[src/rtl/reg_arbiter.sv]
`default_nettype none
// ============================================================================
// Module      : reg_arbiter
// Description : Round-robin arbiter granting NREQ requesters one at a time
//               onto a shared 8-bit register bus with configurable read latency.
// Revision    : 1.0
// ============================================================================
module reg_arbiter #(
    parameter int NREQ     = 3,
    parameter int READ_LAT = 1
) (
    input  logic              clk,
    input  logic              reset,
    input  logic [NREQ-1:0]   req,
    input  logic [NREQ-1:0]   req_wr,
    input  logic [8*NREQ-1:0] req_addr,
    input  logic [8*NREQ-1:0] req_wdata,
    output logic [NREQ-1:0]   ack,
    output logic [7:0]        rdata,
    output logic              busy,
    output logic [1:0]        grant_id,
    output logic [7:0]        reg_addr,
    output logic [7:0]        reg_wdata,
    input  logic [7:0]        reg_rdata,
    output logic              reg_wr,
    output logic              reg_rd
);

    typedef enum logic [2:0] {
        ST_IDLE   = 3'd0,
        ST_SETUP  = 3'd1,
        ST_STROBE = 3'd2,
        ST_WAIT   = 3'd3,
        ST_ACK    = 3'd4
    } state_t;

    localparam logic [1:0] C_LAST_WAIT  = 2'((READ_LAT > 0) ? READ_LAT - 1 : 0);
    localparam logic [1:0] C_RST_GRANT  = 2'(NREQ - 1);
    localparam logic [NREQ-1:0] C_ONE   = {{(NREQ-1){1'b0}}, 1'b1};

    state_t      state_q, state_d;
    logic [1:0]  grant_q, grant_d;
    logic        wr_q, wr_d;
    logic [7:0]  addr_q, addr_d;
    logic [7:0]  wdata_q, wdata_d;
    logic [7:0]  rdata_q, rdata_d;
    logic [1:0]  cnt_q, cnt_d;

    logic [3:0]  w_req_ext;
    logic        w_found;
    logic [1:0]  w_pick;
    logic [1:0]  w_cand;
    logic        w_pick_wr;
    logic [7:0]  w_pick_addr;
    logic [7:0]  w_pick_wdata;

    // Search starts one past the last grant so a persistent requester yields.
    always_comb begin
        w_req_ext    = 4'(req);
        w_found      = 1'b0;
        w_pick       = grant_q;
        w_cand       = '0;
        for (int k = 1; k <= NREQ; k++) begin
            w_cand = 2'((int'(grant_q) + k) % NREQ);
            if (!w_found && w_req_ext[w_cand]) begin
                w_found = 1'b1;
                w_pick  = w_cand;
            end
        end
        w_pick_wr    = 1'b0;
        w_pick_addr  = '0;
        w_pick_wdata = '0;
        for (int i = 0; i < NREQ; i++) begin
            if (w_pick == 2'(i)) begin
                w_pick_wr    = req_wr[i];
                w_pick_addr  = req_addr[8*i +: 8];
                w_pick_wdata = req_wdata[8*i +: 8];
            end
        end
    end

    always_comb begin
        state_d = state_q;
        grant_d = grant_q;
        wr_d    = wr_q;
        addr_d  = addr_q;
        wdata_d = wdata_q;
        rdata_d = rdata_q;
        cnt_d   = cnt_q;
        case (state_q)
            ST_IDLE: begin
                if (w_found) begin
                    grant_d = w_pick;
                    wr_d    = w_pick_wr;
                    addr_d  = w_pick_addr;
                    wdata_d = w_pick_wdata;
                    state_d = ST_SETUP;
                end
            end
            ST_SETUP: state_d = ST_STROBE;
            ST_STROBE: begin
                cnt_d = '0;
                if (wr_q) begin
                    state_d = ST_ACK;
                end else if (READ_LAT == 0) begin
                    rdata_d = reg_rdata;
                    state_d = ST_ACK;
                end else begin
                    state_d = ST_WAIT;
                end
            end
            ST_WAIT: begin
                if (cnt_q == C_LAST_WAIT) begin
                    rdata_d = reg_rdata;
                    state_d = ST_ACK;
                end else begin
                    cnt_d = cnt_q + 2'd1;
                end
            end
            ST_ACK:  state_d = ST_IDLE;
            default: state_d = ST_IDLE;
        endcase
    end

    always_ff @(posedge clk or posedge reset) begin
        if (reset) begin
            state_q <= ST_IDLE;
            grant_q <= C_RST_GRANT;
            wr_q    <= 1'b0;
            addr_q  <= '0;
            wdata_q <= '0;
            rdata_q <= '0;
            cnt_q   <= '0;
        end else begin
            state_q <= state_d;
            grant_q <= grant_d;
            wr_q    <= wr_d;
            addr_q  <= addr_d;
            wdata_q <= wdata_d;
            rdata_q <= rdata_d;
            cnt_q   <= cnt_d;
        end
    end

    // Strobes and ack decode from the state alone, so reset clears them at once.
    always_comb begin
        reg_wr = 1'b0;
        reg_rd = 1'b0;
        ack    = '0;
        case (state_q)
            ST_STROBE: begin
                reg_wr = wr_q;
                reg_rd = !wr_q;
            end
            ST_ACK:  ack = C_ONE << grant_q;
            default: ;
        endcase
    end

    assign busy      = (state_q != ST_IDLE);
    assign grant_id  = grant_q;
    assign reg_addr  = addr_q;
    assign reg_wdata = wdata_q;
    assign rdata     = rdata_q;

endmodule
`default_nettype wire

[config.mk]
export PLATFORM = sky130hd
export DESIGN_NAME = reg_arbiter
export DESIGN_NICKNAME = d
export VERILOG_FILES = /design/src/rtl/reg_arbiter.sv
export SDC_FILE = /design/constraint.sdc
export NUM_CORES = 1
export LEC_CHECK = 0
export CORE_UTILIZATION = 35
export DETAILED_ROUTE_END_ITERATION = 10
export DONT_BUFFER_PORTS = 1
export PLACE_DENSITY_LB_ADDON = 0.05
export SLEW_MARGIN = 10
export SYNTH_ARGS = -nofsm -noshare
export SYNTH_HDL_FRONTEND = slang
export SYNTH_SLANG_ARGS = --single-unit
[constraint.sdc]
create_clock -name clk -period 2.2 [get_ports clk]
set_clock_uncertainty 0.05 [all_clocks]
set_input_delay 0.55 -clock clk [delete_from_list [all_inputs] [get_ports clk]]
set_output_delay 0.55 -clock clk [all_outputs]
set_load 0.1 [all_outputs]
# After elaboration in Yosys (flattened, before gate mapping)
# Index checks and enable logic that the tools add are counted.
[totals]
reg_bits = 32
output_inout_bits = 32
elab_cells = 71
[op_classes]
n_addsub = 4
div = 3
order_cmp = 3
n_eq_ne = 9
shifts = 1
mux = 30
n_reduce_logical = 14
[op_table]
columns = ["cell", "count"]
rows = [
  ["$mod A32 B3 Y32 const B", 3],
  ["$mux W8", 6],
  ["$mux W3", 4],
  ["$pmux W3 S4", 1],
  ["$mux W1", 11],
  ["$lt A2 B3 Y1 const B", 3],
  ["$mux W2", 4],
  ["$reduce_and A2 Y1", 4],
  ["$add A2 B2 Y3 const B", 2],
  ["$bmux W1 S2", 3],
  ["$eq A3 B2 Y1 const B", 2],
  ["$ne A2 B2 Y1 const B", 3],
  ["$logic_not A2 Y1", 2],
  ["$pmux W2 S2", 1],
  ["$add A2 B1 Y3 const B", 1],
  ["$eq A3 B1 Y1 const B", 1],
  ["$eq A3 B3 Y1 const B", 1],
  ["$logic_not A1 Y1", 3],
  ["$logic_not A3 Y1", 1],
  ["$reduce_bool A3 Y1", 1],
  ["$shl A1 B2 Y3 const A", 1],
  ["$add A2 B1 Y2 const B", 1],
  ["$eq A2 B1 Y1 const B", 1],
  ["$eq A2 B2 Y1 const B", 1],
  ["2 further kinds", 3],
]

# Logic depth before layout (Yosys ltp)
[logic_depth]
ltp_word = 15
depth_mapped = 11

# Worst setup path before layout
# OpenSTA, ideal clock, no wires.
[synth_path]
path_type = "register to output"
from = "register state_q[2]"
to = "output reg_rd"
t_arrival_ns = 2.706
t_required_ns = 1.600
path_slack_ns = -1.106
path_stages_with_launch = 3
n_path_buf = 0
path_cell_list = "dfrtp_1 > nand2b_1 > nor3_1"
[synth_via]
elab_chain_cells = 2
[synth_lines]
columns = ["item", "line_no", "rtl"]
rows = [
  ["start: declaration", "41", "state_t state_q, state_d;"],
  ["start signal: assignment", "135", "state_q <= state_d;"],
  ["$eq A3 B2 Y1", "150", "case (state_q)"],
  ["$mux W1", "150", ""],
  ["end: declaration", "26", "output logic reg_rd"],
]
# Every way passes these cells.

# Worst setup path in the final report
[layout_path]
from = "register grant_q[1] (netlist: grant_id[1])"
to = "register addr_q[7] (netlist: reg_addr[7])"
[layout_via]
elab_chain_cells = 15
word_cells_on_any_way = 29
classes_between = "add/sub (3); div (3); eq/ne (2); mux (15); reduce/logical (6)"
[layout_lines]
columns = ["item", "line_no", "rtl"]
rows = [
  ["start: declaration", "42", "logic [1:0] grant_q, grant_d;"],
  ["start signal: assignment", "136", "grant_q <= grant_d;"],
  ["$add A2 B1 Y3", "64", "w_cand = 2'((int'(grant_q) + k) % NREQ);"],
  ["$mod A32 B3 Y32", "64", ""],
  ["$bmux W1 S2", "65", "if (!w_found && w_req_ext[w_cand]) begin"],
  ["$mux W1 (implied by the code)", "65", ""],
  ["$mux W1", "65", ""],
  ["$logic_not A1 Y1", "65", ""],
  ["$logic_and A1 B1 Y1", "65", ""],
  ["$mux W1", "65", ""],
  ["$logic_not A1 Y1", "65", ""],
  ["$logic_and A1 B1 Y1", "65", ""],
  ["$mux W2", "65", ""],
  ["$logic_not A2 Y1", "74", "if (w_pick == 2'(i)) begin"],
  ["$mux W8 (3 in series)", "74", ""],
  ["end signal: assignment", "138", "addr_q <= addr_d;"],
  ["end: declaration", "44", "logic [7:0] addr_q, addr_d;"],
]
# Parallel ways exist; a longest one is shown, timed or not. The select of a mux whose other input is x is not followed.
# A chain may end at the register's enable or synchronous reset.

==> impl_metrics.ini <==
[global_routing]
grt_start_max_net_pins = 20
globalRouteOverflowTotal = 0
antenna_found_initial = 0
wire_length_of_the_first_global_routing_pass_microns = 9604
first_global_vias = 1962
grt.total_usage_pct = 20.71

[finish]
layout.cells.most_common = buf_4
final_stage_net_count = 338
synthToLayoutAreaGrowth_pct = 54.08
layout-drive-gt1-share_pct = 49.07
fin_cells = 339
num_antenna_cells = 0
mostFrequentLayoutCells = buf_4 (51), dfrtp_1 (30), nand2_1 (18), a21oi_1 (17), o21ai_1 (12)

[setup_path]
timing.critical_path.from_type = flip-flop
worst_r2r_path_depth = 11
timing.critical_path.to_type = flip-flop
critical_path_required_ns = 2.35
path_max_fanout = 6
crit_type = reg2reg
critical_path_arrival_ns = 2.61

[routing]
vias = 1900
wl_microns = 6074
detail_route.wl_per_cell_microns = 17.92
drt_drc_violations_left = 0
final_antenna_net_count = 0
firstDrtPassIters = 4
vias_per_cell = 5.605
drt-initial-drc-count = 117

[sta]
setup_slack_ns = -0.2633
final_max_slew_viol_count = 0
layout_worst_path_cycle_share_pct = 112.0
setup_viol_count_final = 21
grt_setup_unrepaired = yes
final-hold-violation-count = 0
max_clock_freq_mhz = 406.0
worst-slew-pin-transition_ns = 0.8999
relSlewSlack_pct = 40.01
fin_crit_ns = 2.463

[run_status]
status = finished, violations left
failed_checks = setup timing

[die]
io_pins = 96
std_cell_rows = 26
coreArea_sq_mm = 0.005238
die_width_microns = 76.56
floorplan.initialDensity_pct = 37.15
floorplan.die_area_sq_mm = 0.005861
die_h_microns = 76.56

[place]
gp_congestion = 0.8441
detailedPlacementHpwl_microns = 4152
dpl.cell_count = 315
io_buffers = 0

[logic_synthesis]
synth_top_cell_area_share_pct = 39.87
syn-instance-count = 209
synth.ff_latch_count = 32
post_synth_edffs = 0
synth_async_sr_flop_share_pct = 100.0
seq_area_frac_synth_pct = 41.22
synth_area_per_cell_sq_um = 9.309
synth_top_area_cell = dfrtp_1
synth_top_cells_by_area = dfrtp_1 (40%), mux2_2 (5.2%), a21oi_1 (5.1%)
synth.net_count = 279
synth.distinct_cells = 43
dominantRegCellSynth = dfrtp_1
yosys_warnings = 0
mapped_area_sq_mm = 0.001946

[clock_network]
cts.reportedPaths.clkPinSlew_ns = 0.08
worstSkewPairLatency_ns = 0.28
ctsLongestPathBuffers = 2
numClockSinks = 32
tritoncts_buffers = 5
ctsRootBufferMaster = clkbuf_8
cts_tree = done
htree_num_levels = 2

[job]
drv_cap = 0

[min_path]
worstHoldPathType = in2async
==> worst max-delay path: stages (launching register included) <==
cell	delay (ns)
dfstp_4	0.64
inv_6	0.05
ha_4	0.17
buf_6	0.12
buf_6	0.10
and2b_2	0.23
nor3_4	0.05
o211a_1	0.26
o22ai_4	0.25
clkbuf_16	0.21
o221ai_2	0.09
o21ai_1	0.15
==> routing by layer <==
metal	vias up	global-route usage [%]	wire length, microns
met4	0	7.885	69
li1	891	-	-
met3	10	5.269	376
met1	917	22.77	2435
met5	-	0	0
met2	82	37.93	3193
==> cell type report <==
class                           count  area (sq um)
Multi-Input combinational cell    155          1287
Sequential cell                    32         809.5
Tap cell                           70         87.58
Fill cell                         432          2240
Clock inverter                      3         42.54
Timing Repair Buffer               66         664.4
Clock buffer                        5         68.82
Inverter                            8         37.54
==> cells in the mapped netlist, types with 4 or more instances <==
cell type	instances
a31oi_1	6
nor2_1	11
clkbuf_1	4
o21ai_1	11
a21oi_1	20
and3_1	4
nand3_1	6
o221ai_1	10
buf_2	5
a21o_1	6
inv_1	8
dfrtp_1	31
ha_1	6
nand2_1	19
o21ai_0	13
mux2_2	9
==> path summary, 6_finish.rpt <==
path	start	slack [ns]	endpoint
max in group asynchronous	reset	1.27	reg_addr[7]$_DFFE_PP0P_
worst min-delay path	reset	0.22	rdata[2]$_DFFE_PP0P_
min in group clk	reg_rdata[2]	0.36	rdata[2]$_DFFE_PP0P_
worst max-delay path	grant_id[1]$_DFFE_PP1P_	-0.26	reg_addr[7]$_DFFE_PP0P_
worst min register to register	reg_addr[6]$_DFFE_PP0P_	0.44	reg_addr[6]$_DFFE_PP0P_
worst max register to register	grant_id[1]$_DFFE_PP1P_	-0.26	reg_addr[7]$_DFFE_PP0P_
==> stage by stage <==
step | hold WS [ns] | util [%] | setup TNS (ns) | setup slack (ns) | area (sq um)
after global placement | 0.4259 | 47.35 | -3.956 | -0.2309 | 2480
after CTS | 0.2269 | 55.73 | -4.663 | -0.2539 | 2919
after global routing | 0.2590 | 57.24 | -6.661 | -0.3481 | 2998
final | 0.2216 | 57.24 | -4.738 | -0.2633 | 2998
after detailed placement | 0.4291 | 47.35 | -4.856 | -0.2931 | 2480
after floorplan | 0.4060 | - | -6.424 | -0.3590 | 2048
==> flip-flops by register name (all words and copies together) (netlist names) <==
| register | cells |
|---|---|
| rdata | 8 |
| reg_addr | 8 |
| reg_wdata | 8 |
| state_q | 3 |
| cnt_q | 2 |
| grant_id | 2 |
| wr_q | 1 |
==> timing repair <==
item                       in CTS  in global routing
setup buffers                  11                  2
setup endpoints to repair      22                 23
pin swaps                      21                  6
hold buffers                    0                  0
gates cloned                    3                  0
resized for setup              37                 13
==> cell families (layout without fill, tap and decap cells) <==
logic type / Yosys count / count (layout) / share of synthesized area, %
adder cells (fa/ha/maj): 6 / 6 / 3.858
multiplexers: 12 / 12 / 7.010
AO/OA/AOI/OAI: 83 / 83 / 28.36
AND/OR/NAND/NOR: 54 / 54 / 13.06
flip-flops: 32 / 32 / 41.22
buffers and inverters: 22 / 82 / 6.495
Power is not shown: default switching activity piles up to over one toggle a cycle in this logic, so the estimate is an artifact.
